[config.mk]
export PLATFORM = sky130hd
export DESIGN_NAME = down_count_wrap_monitor
export DESIGN_NICKNAME = d
export VERILOG_FILES = /design/src/rtl/down_count_wrap_monitor_pkg.sv /design/src/rtl/down_count_wrap_monitor_count_step_classifier.sv /design/src/rtl/down_count_wrap_monitor.sv
export SDC_FILE = /design/constraint.sdc
export NUM_CORES = 1
export LEC_CHECK = 0
export BUFFER_PORTS_ARGS = -buffer_cell sky130_fd_sc_hd__buf_4
export CAP_MARGIN = 30
export CORE_ASPECT_RATIO = 1.1
export CORE_MARGIN = 10
export CORE_UTILIZATION = 45
export CTS_BUF_LIST = sky130_fd_sc_hd__clkbuf_2
export CTS_CLUSTER_DIAMETER = 40
export DETAILED_ROUTE_END_ITERATION = 6
export HOLD_SLACK_MARGIN = 0.08
export PLACE_DENSITY = 0.8
export SYNTH_ARGS = -nofsm -noshare
export SYNTH_HDL_FRONTEND = slang
export SYNTH_HIERARCHICAL = 1
export SYNTH_SLANG_ARGS = --single-unit
[constraint.sdc]
create_clock -name clk -period 2.6 [get_ports clk]
set_input_delay 0.13 -clock clk [delete_from_list [all_inputs] [get_ports clk]]
set_output_delay 0.13 -clock clk [all_outputs]
set_load 0.1 [all_outputs]
[src/rtl/down_count_wrap_monitor_pkg.sv]
// Shared defaults and the step classification used by the wrap monitor.
package down_count_wrap_monitor_pkg;

    localparam int unsigned CNT_W_DEF  = 3;
    localparam int unsigned WRAP_W_DEF = 8;

    // Relationship of the current count sample to the previous one.
    typedef enum logic [1:0] {
        CLS_HOLD    = 2'd0,
        CLS_STEP    = 2'd1,
        CLS_WRAP    = 2'd2,
        CLS_ILLEGAL = 2'd3
    } step_class_e;

endpackage

[src/rtl/down_count_wrap_monitor_count_step_classifier.sv]
// Combinational classifier: compares the new count sample against the
// previous one and reports hold / decrement / wrap / illegal.
module count_step_classifier
    import down_count_wrap_monitor_pkg::*;
#(
    parameter int unsigned CNT_W = CNT_W_DEF
) (
    input  logic [CNT_W-1:0] prev_in,
    input  logic             prev_valid,
    input  logic [CNT_W-1:0] cnt_in,
    output step_class_e      step_class
);

    logic [CNT_W-1:0] prev_dec;

    assign prev_dec = prev_in - CNT_W'(1);

    // Unprimed cycles report HOLD so no wrap or error can be raised.
    always_comb begin
        step_class = CLS_ILLEGAL;
        if (!prev_valid) begin
            step_class = CLS_HOLD;
        end else if (cnt_in == prev_in) begin
            step_class = CLS_HOLD;
        end else if ((prev_in != '0) && (cnt_in == prev_dec)) begin
            step_class = CLS_STEP;
        end else if ((prev_in == '0) && (cnt_in == '1)) begin
            step_class = CLS_WRAP;
        end
    end

endmodule

[src/rtl/down_count_wrap_monitor.sv]
// Wrap monitor for a down counter: registered wrap tick, per-period wrap
// counting with an ack handshake, and sticky sequence/overrun errors.
module down_count_wrap_monitor
    import down_count_wrap_monitor_pkg::*;
#(
    parameter int unsigned CNT_W  = CNT_W_DEF,
    parameter int unsigned WRAP_W = WRAP_W_DEF
) (
    input  logic              clk,
    input  logic              rst_n,
    input  logic [CNT_W-1:0]  cnt_in,
    input  logic [WRAP_W-1:0] thresh,
    input  logic              ack,
    input  logic              err_clr,
    output logic              tick,
    output logic [WRAP_W-1:0] wrap_count,
    output logic              period_done,
    output logic              overrun,
    output logic              seq_err
);

    logic [CNT_W-1:0]  prev_q, prev_d;
    logic              prev_valid_q, prev_valid_d;
    logic              tick_q, tick_d;
    logic [WRAP_W-1:0] wrap_count_q, wrap_count_d;
    logic              period_done_q, period_done_d;
    logic              overrun_q, overrun_d;
    logic              seq_err_q, seq_err_d;

    logic [WRAP_W-1:0] wrap_inc;
    logic              complete;
    step_class_e       step_class;

    count_step_classifier #(
        .CNT_W (CNT_W)
    ) u_classifier (
        .prev_in    (prev_q),
        .prev_valid (prev_valid_q),
        .cnt_in     (cnt_in),
        .step_class (step_class)
    );

    assign wrap_inc = wrap_count_q + WRAP_W'(1);

    // Next-state: prev tracking, wrap counting, handshake and sticky flags.
    always_comb begin
        prev_d        = cnt_in;
        prev_valid_d  = 1'b1;
        tick_d        = 1'b0;
        wrap_count_d  = wrap_count_q;
        complete      = 1'b0;
        period_done_d = period_done_q;
        overrun_d     = overrun_q;
        seq_err_d     = seq_err_q;

        if (step_class == CLS_WRAP) begin
            tick_d = 1'b1;
            if ((thresh != '0) && (wrap_inc == thresh)) begin
                wrap_count_d = '0;
                complete     = 1'b1;
            end else begin
                wrap_count_d = wrap_inc;
            end
        end

        // Completion outranks ack so a period finishing under ack is still reported.
        if (complete) begin
            period_done_d = 1'b1;
        end else if (ack) begin
            period_done_d = 1'b0;
        end

        // Set conditions outrank err_clr on the sticky error flags.
        if (complete && period_done_q && !ack) begin
            overrun_d = 1'b1;
        end else if (err_clr) begin
            overrun_d = 1'b0;
        end

        if (step_class == CLS_ILLEGAL) begin
            seq_err_d = 1'b1;
        end else if (err_clr) begin
            seq_err_d = 1'b0;
        end
    end

    // State registers with asynchronous active-low reset.
    always_ff @(posedge clk or negedge rst_n) begin
        if (!rst_n) begin
            prev_q        <= '0;
            prev_valid_q  <= 1'b0;
            tick_q        <= 1'b0;
            wrap_count_q  <= '0;
            period_done_q <= 1'b0;
            overrun_q     <= 1'b0;
            seq_err_q     <= 1'b0;
        end else begin
            prev_q        <= prev_d;
            prev_valid_q  <= prev_valid_d;
            tick_q        <= tick_d;
            wrap_count_q  <= wrap_count_d;
            period_done_q <= period_done_d;
            overrun_q     <= overrun_d;
            seq_err_q     <= seq_err_d;
        end
    end

    assign tick        = tick_q;
    assign wrap_count  = wrap_count_q;
    assign period_done = period_done_q;
    assign overrun     = overrun_q;
    assign seq_err     = seq_err_q;

endmodule

Word-level counts from Yosys, hierarchy flattened
Index checks and enable logic that the tools add are counted.

operators by class
  multiplexer cells = 13
  $add $sub $neg = 2
  equal/unequal tests = 6
  reductions and logical operators = 12

operators by type and width
  cell                   number
  $mux W1                9
  $add A8 B1 Y8 const B  1
  $eq A8 B8 Y1           1
  $mux W8                1
  $reduce_bool A8 Y1     1
  $eq A3 B3 Y1           2
  $mux W2                3
  $reduce_bool A2 Y1     3
  $logic_and A1 B1 Y1    5
  $eq A2 B2 Y1 const B   2
  $eq A3 B3 Y1 const B   1
  $logic_not A3 Y1       1
  $reduce_bool A3 Y1     1
  $sub A3 B1 Y3 const B  1
  $logic_not A1 Y1       1

word-level totals
  output and inout port bits = 12
  input port bits = 15
  logic and storage cells = 40
  register bits after elaboration = 16

Longest topological paths before layout
  word-level depth = 11
  depth in mapped cells = 11
  depth with buffers taken out = 10

Hierarchy
The synthesis kept the hierarchy.

modules (own cells, without submodules)
  module                   sequential area each (sq um)  instances  area each (sq um)  cells an instance
  down_count_wrap_monitor  400.4                         1          919.6              96
  count_step_classifier    0.0                           1          106.4              14

Least setup slack after synthesis
OpenSTA, ideal clock, no wires.

  path kind = register -> register
  start = register wrap_count_q[1] (netlist: wrap_count[1])
  end = register wrap_count_q[7] (netlist: wrap_count[7])
  cell stages (with the launch flop) = 7
  arrival = 2.617 ns
  data required time = 2.475 ns
  path buffers = 0
  period minus slack after synthesis = 2.742 ns
  setup time = 0.125 ns
  setup slack = -0.142 ns
  cell sequence = dfrtp_1 -> ha_1 -> nand3_2 -> or3_1 -> a211o_1 -> o31a_1 -> o21bai_1

on the way
  word-level cells in the longest chain between the ends = 4

ends and longest elaborated chain
  element                   line                            RTL
  start: declaration        down_count_wrap_monitor.sv:25   logic [WRAP_W-1:0] wrap_count_q, wrap_count_d;
  start signal: assignment  down_count_wrap_monitor.sv:101  wrap_count_q <= wrap_count_d;
  $add A8 B1 Y8 *           down_count_wrap_monitor.sv:43   assign wrap_inc = wrap_count_q + WRAP_W'(1);
  $eq A8 B8 Y1              down_count_wrap_monitor.sv:58   if ((thresh != '0) && (wrap_inc == thresh)) begin
  $logic_and A1 B1 Y1       down_count_wrap_monitor.sv:58
  $mux W8 *                 down_count_wrap_monitor.sv:58

Every way passes the cells marked *; elsewhere a longest branch is shown, timed or not.
A chain may end at the register's enable or synchronous reset.

Worst setup path after layout
  start = register prev_q[1]
  end = register wrap_count_q[5] (netlist: wrap_count[5])

on the way
  word-level cells in the longest chain between the ends = 7
  elaborated cells on any way between the ends = 12
  classes of those cells = 1 x add/sub; 3 x eq/ne; 4 x mux; 4 x reduce/logical

ends and longest elaborated chain
  element                   line                                                 RTL
  start: declaration        down_count_wrap_monitor.sv:22                        logic [CNT_W-1:0] prev_q, prev_d;
  start signal: assignment  down_count_wrap_monitor.sv:98                        prev_q <= prev_d;
  $sub A3 B1 Y3             down_count_wrap_monitor_count_step_classifier.sv:16  assign prev_dec = prev_in - CNT_W'(1);
  $eq A3 B3 Y1              down_count_wrap_monitor_count_step_classifier.sv:25  end else if ((prev_in != '0) && (cnt_in == prev_dec)) begin
  $logic_and A1 B1 Y1       down_count_wrap_monitor_count_step_classifier.sv:25
  $mux W2                   down_count_wrap_monitor_count_step_classifier.sv:25
  $mux W2 *                 down_count_wrap_monitor_count_step_classifier.sv:23  end else if (cnt_in == prev_in) begin
  $mux W2 *                 down_count_wrap_monitor_count_step_classifier.sv:21  if (!prev_valid) begin
  via step_class[1]         down_count_wrap_monitor.sv:32                        step_class_e step_class;
  $eq A2 B2 Y1 *            down_count_wrap_monitor.sv:56                        if (step_class == CLS_WRAP) begin

Mark *: on every way through the listed nets, which the timed path passes. The rest lies on a longest branch.

==> out/qor.txt <==
Status -> finished clean
Clock Tree Buf Depth -> 2
Initial Utilization -> 46.5%
Drc violations -> 0
CORE AREA -> 0.00221 mm^2
P per Cell Area -> 869 mW/mm^2
Leak pwr -> 0.000573 uW
Synth top area share -> 39.0%
Clock Skews -> 19.5 ps
XOR/XNOR share of the synthesized area -> 12.8%
Worst path arrival time -> 2530 ps
RSZ-0062 raised after global routing -> false
# clock sinks -> 16
GRT overflow -> 0
Final hold vios -> 0
Global-route wire length before repair -> 4.16 mm
Synth Area in Compound Gates -> 20.5%
Synth Warn # -> 6
Post-Syn Instances -> 110
Final Wtd Congestion -> 0.816
CP endpoint kind -> flip-flop
Min-delay worst type -> input port to flip-flop
I/O Pins -> 27
Async S/R FF share, synth -> 100%
Reg clk slew, reported paths -> 150 ps
Fraction of the mapped netlist area in simple logic gates -> 17.6%
Die Span X -> 65.5 um
Post-CTS setup buffers -> 0
Layout cells sized above 1 -> 25.2%
Vias in the first global route -> 937
Synth area leader -> dfrtp_1
Setup TNS -> 0 ps
Synth Register Bits -> 16
CTS resizes -> 0
Final setup vio count -> 0
Mapped Area -> 0.00103 mm^2
Largest family of logic cells by synthesized area -> compound AO/OA/AOI/OAI gates
Latest clock arrival within the worst-skew pair -> 300 ps
Net Count, Synth -> 128
First-pass detailed-route iteration total -> 4
Routed metal-1 wirelength -> 962 um
Routed length on met3 -> 200 um
Total wire length -> 2.46 mm
Max frequency -> 0.424 GHz
Cell Rows -> 18
Vias post-DR -> 942
Setup crit start -> prev_q[1]
Largest net degree at the start of global routing -> 17
Highest Signal Layer -> met4
Reg-to-reg critical path startpoint -> prev_q[1]
Synth Area in Adders -> 3.66%
Overall routing resource usage -> 10.8%
Number of diodes -> 0
Post-DR vias/cell -> 5.57
Final period util -> 90.6%
Die area -> 0.00459 mm^2
Nets -> 158
Pins Over Slew Limit -> 0
Drt initial violations -> 111
Mux share of post-synthesis cell area -> 0%
Worst Setup Start Kind -> flip-flop
TritonCTS clock tree -> yes
Sequential-to-total area share from yosys stat -> 39.0%
Die H -> 70.1 um
Post-synthesis average cell area -> 9.33 um^2
Primary FF master, synth -> dfrtp_1
Num CTS Buffers -> 3
Metal2 WL -> 1.28 mm
Synth area leaders -> dfrtp_1 (39%), xor2_1 (6.8%), xnor2_1 (6.0%), ha_1 (3.7%), o21ai_0 (3.4%)
Req. time, crit path -> 2770 ps
Hold_sp -> ack
Synth cell types -> 44
Max-cap violations -> 0
Initial antenna violation count -> 0
Area grow syn2layout -> 25.2%
WL/cell -> 14.5 um
Final Util -> 58.2%
Most common cell in the synthesized netlist -> dfrtp_1
DP HPWL -> 1.94 mm
Root Buffer Master -> clkbuf_2
Setup Crit Path Kind -> flip-flop to flip-flop
H-tree depth -> 1
IR drop worst, VDD -> 0.830 mV
Post-synth EDFFs -> 0
Crit path max fanout -> 10
Synth cell count leaders -> dfrtp_1 (16), xor2_1 (8), nand2_1 (7), o21ai_0 (7), xnor2_1 (7)
Port bufs -> 26
Final ANT Viol Nets -> 0
Final Critical Period -> 2360 ps
==> logic make-up (layout without fill, tap and decap cells) <==
| kind of cell | Yosys count | count (layout) |
|---|---|---|
| xor gates and xnor gates | 15 | 15 |
| DFF | 16 | 16 |
| and+or+nand+nor | 33 | 33 |
| AOI/OAI and AO/OA | 30 | 30 |
| adders and majority gates | 3 | 3 |
| other | 1 | 1 |
| buffers and inverters | 12 | 41 |
==> final timing paths <==
| kind | to | slack [ps] | cells after the start |
|---|---|---|---|
| worst max-delay path | wrap_count[5] | 240 | 10 |
| worst min-delay path | period_done | 140 | 3 |
| worst max register to register | wrap_count[5] | 240 | 10 |
| worst min register to register | overrun | 520 | 1 |
| max in group asynchronous | prev_valid_q | 2200 | 2 |
| min in group asynchronous | prev_q[1] | 200 | 2 |
==> cell type report <==
cell class,instances,area [um^2]
fill,205,922
multi-input combinational,82,563
sequential,16,403
timing repair buffer,30,235
tap,30,37.5
inverter,7,26.3
clock buffer,4,20.0
==> layer usage <==
layer | track usage [%] | up-vias
met3 | 4.63 | 4
met2 | 18.8 | 30
met4 | 1.43 | 0
met1 | 12.1 | 451
met5 | 0 | -
li1 | - | 457
==> worst max-delay path, stage by stage (launching register included) <==
cell      delay (ps)
dfrtp_1          400
inv_1             60
ha_1             180
ha_1             280
xor2_1           160
a31oi_1          120
nand2b_1         300
clkinv_1         340
nand3_1          190
xor2_1           160
nor2_1            60
==> where the power goes <==
group | total [uW] | internal, uW | switching (uW) | leakage [uW]
sequential | 386 | 294 | 91.9 | 0.000199
combinational | 616 | 175 | 442 | 0.000357
clock | 114 | 40.8 | 73.4 | 0.0000166
total | 1120 | 510 | 607 | 0.000573
==> registers in the layout, indices dropped and copies added (netlist names) <==
register and count:
seq_err 1, overrun 1, wrap_count 8, prev_valid_q 1
prev_q 3, period_done 1, tick 1
==> per-stage QoR <==
step                      cell area [um^2]  hold WS [ps]  setup slack (ps)  total power, uW  std cells
after floorplan                       1030          -166              88.5              878        110
after global placement                1220         -2.13               340              992        161
after detailed placement              1220         0.580               297             1000        161
after CTS                             1280           138               269             1120        169
after global routing                  1280           117              88.1             1180        169
final                                 1280           143               243             1120        169
==> cells in the final DEF (no fill, tap or decap), types with 3 or more instances in the layout <==
master / n
ha_1: 3
xor2_1: 8
inv_1: 6
nor2_1: 4
xnor2_1: 7
dlygate4sd3_1: 4
clkbuf_2: 4
o21ai_0: 7
nor3_1: 5
dfrtp_1: 14
nand4_1: 4
nand2_1: 7
a31oi_1: 3
buf_4: 26
==> what timing repair did <==
item,CTS,global route
endpoints found under the setup margin,0,0
hold buffers,4,0
endpoints found under the hold margin,19,0
(Power assumes the default switching activity.)
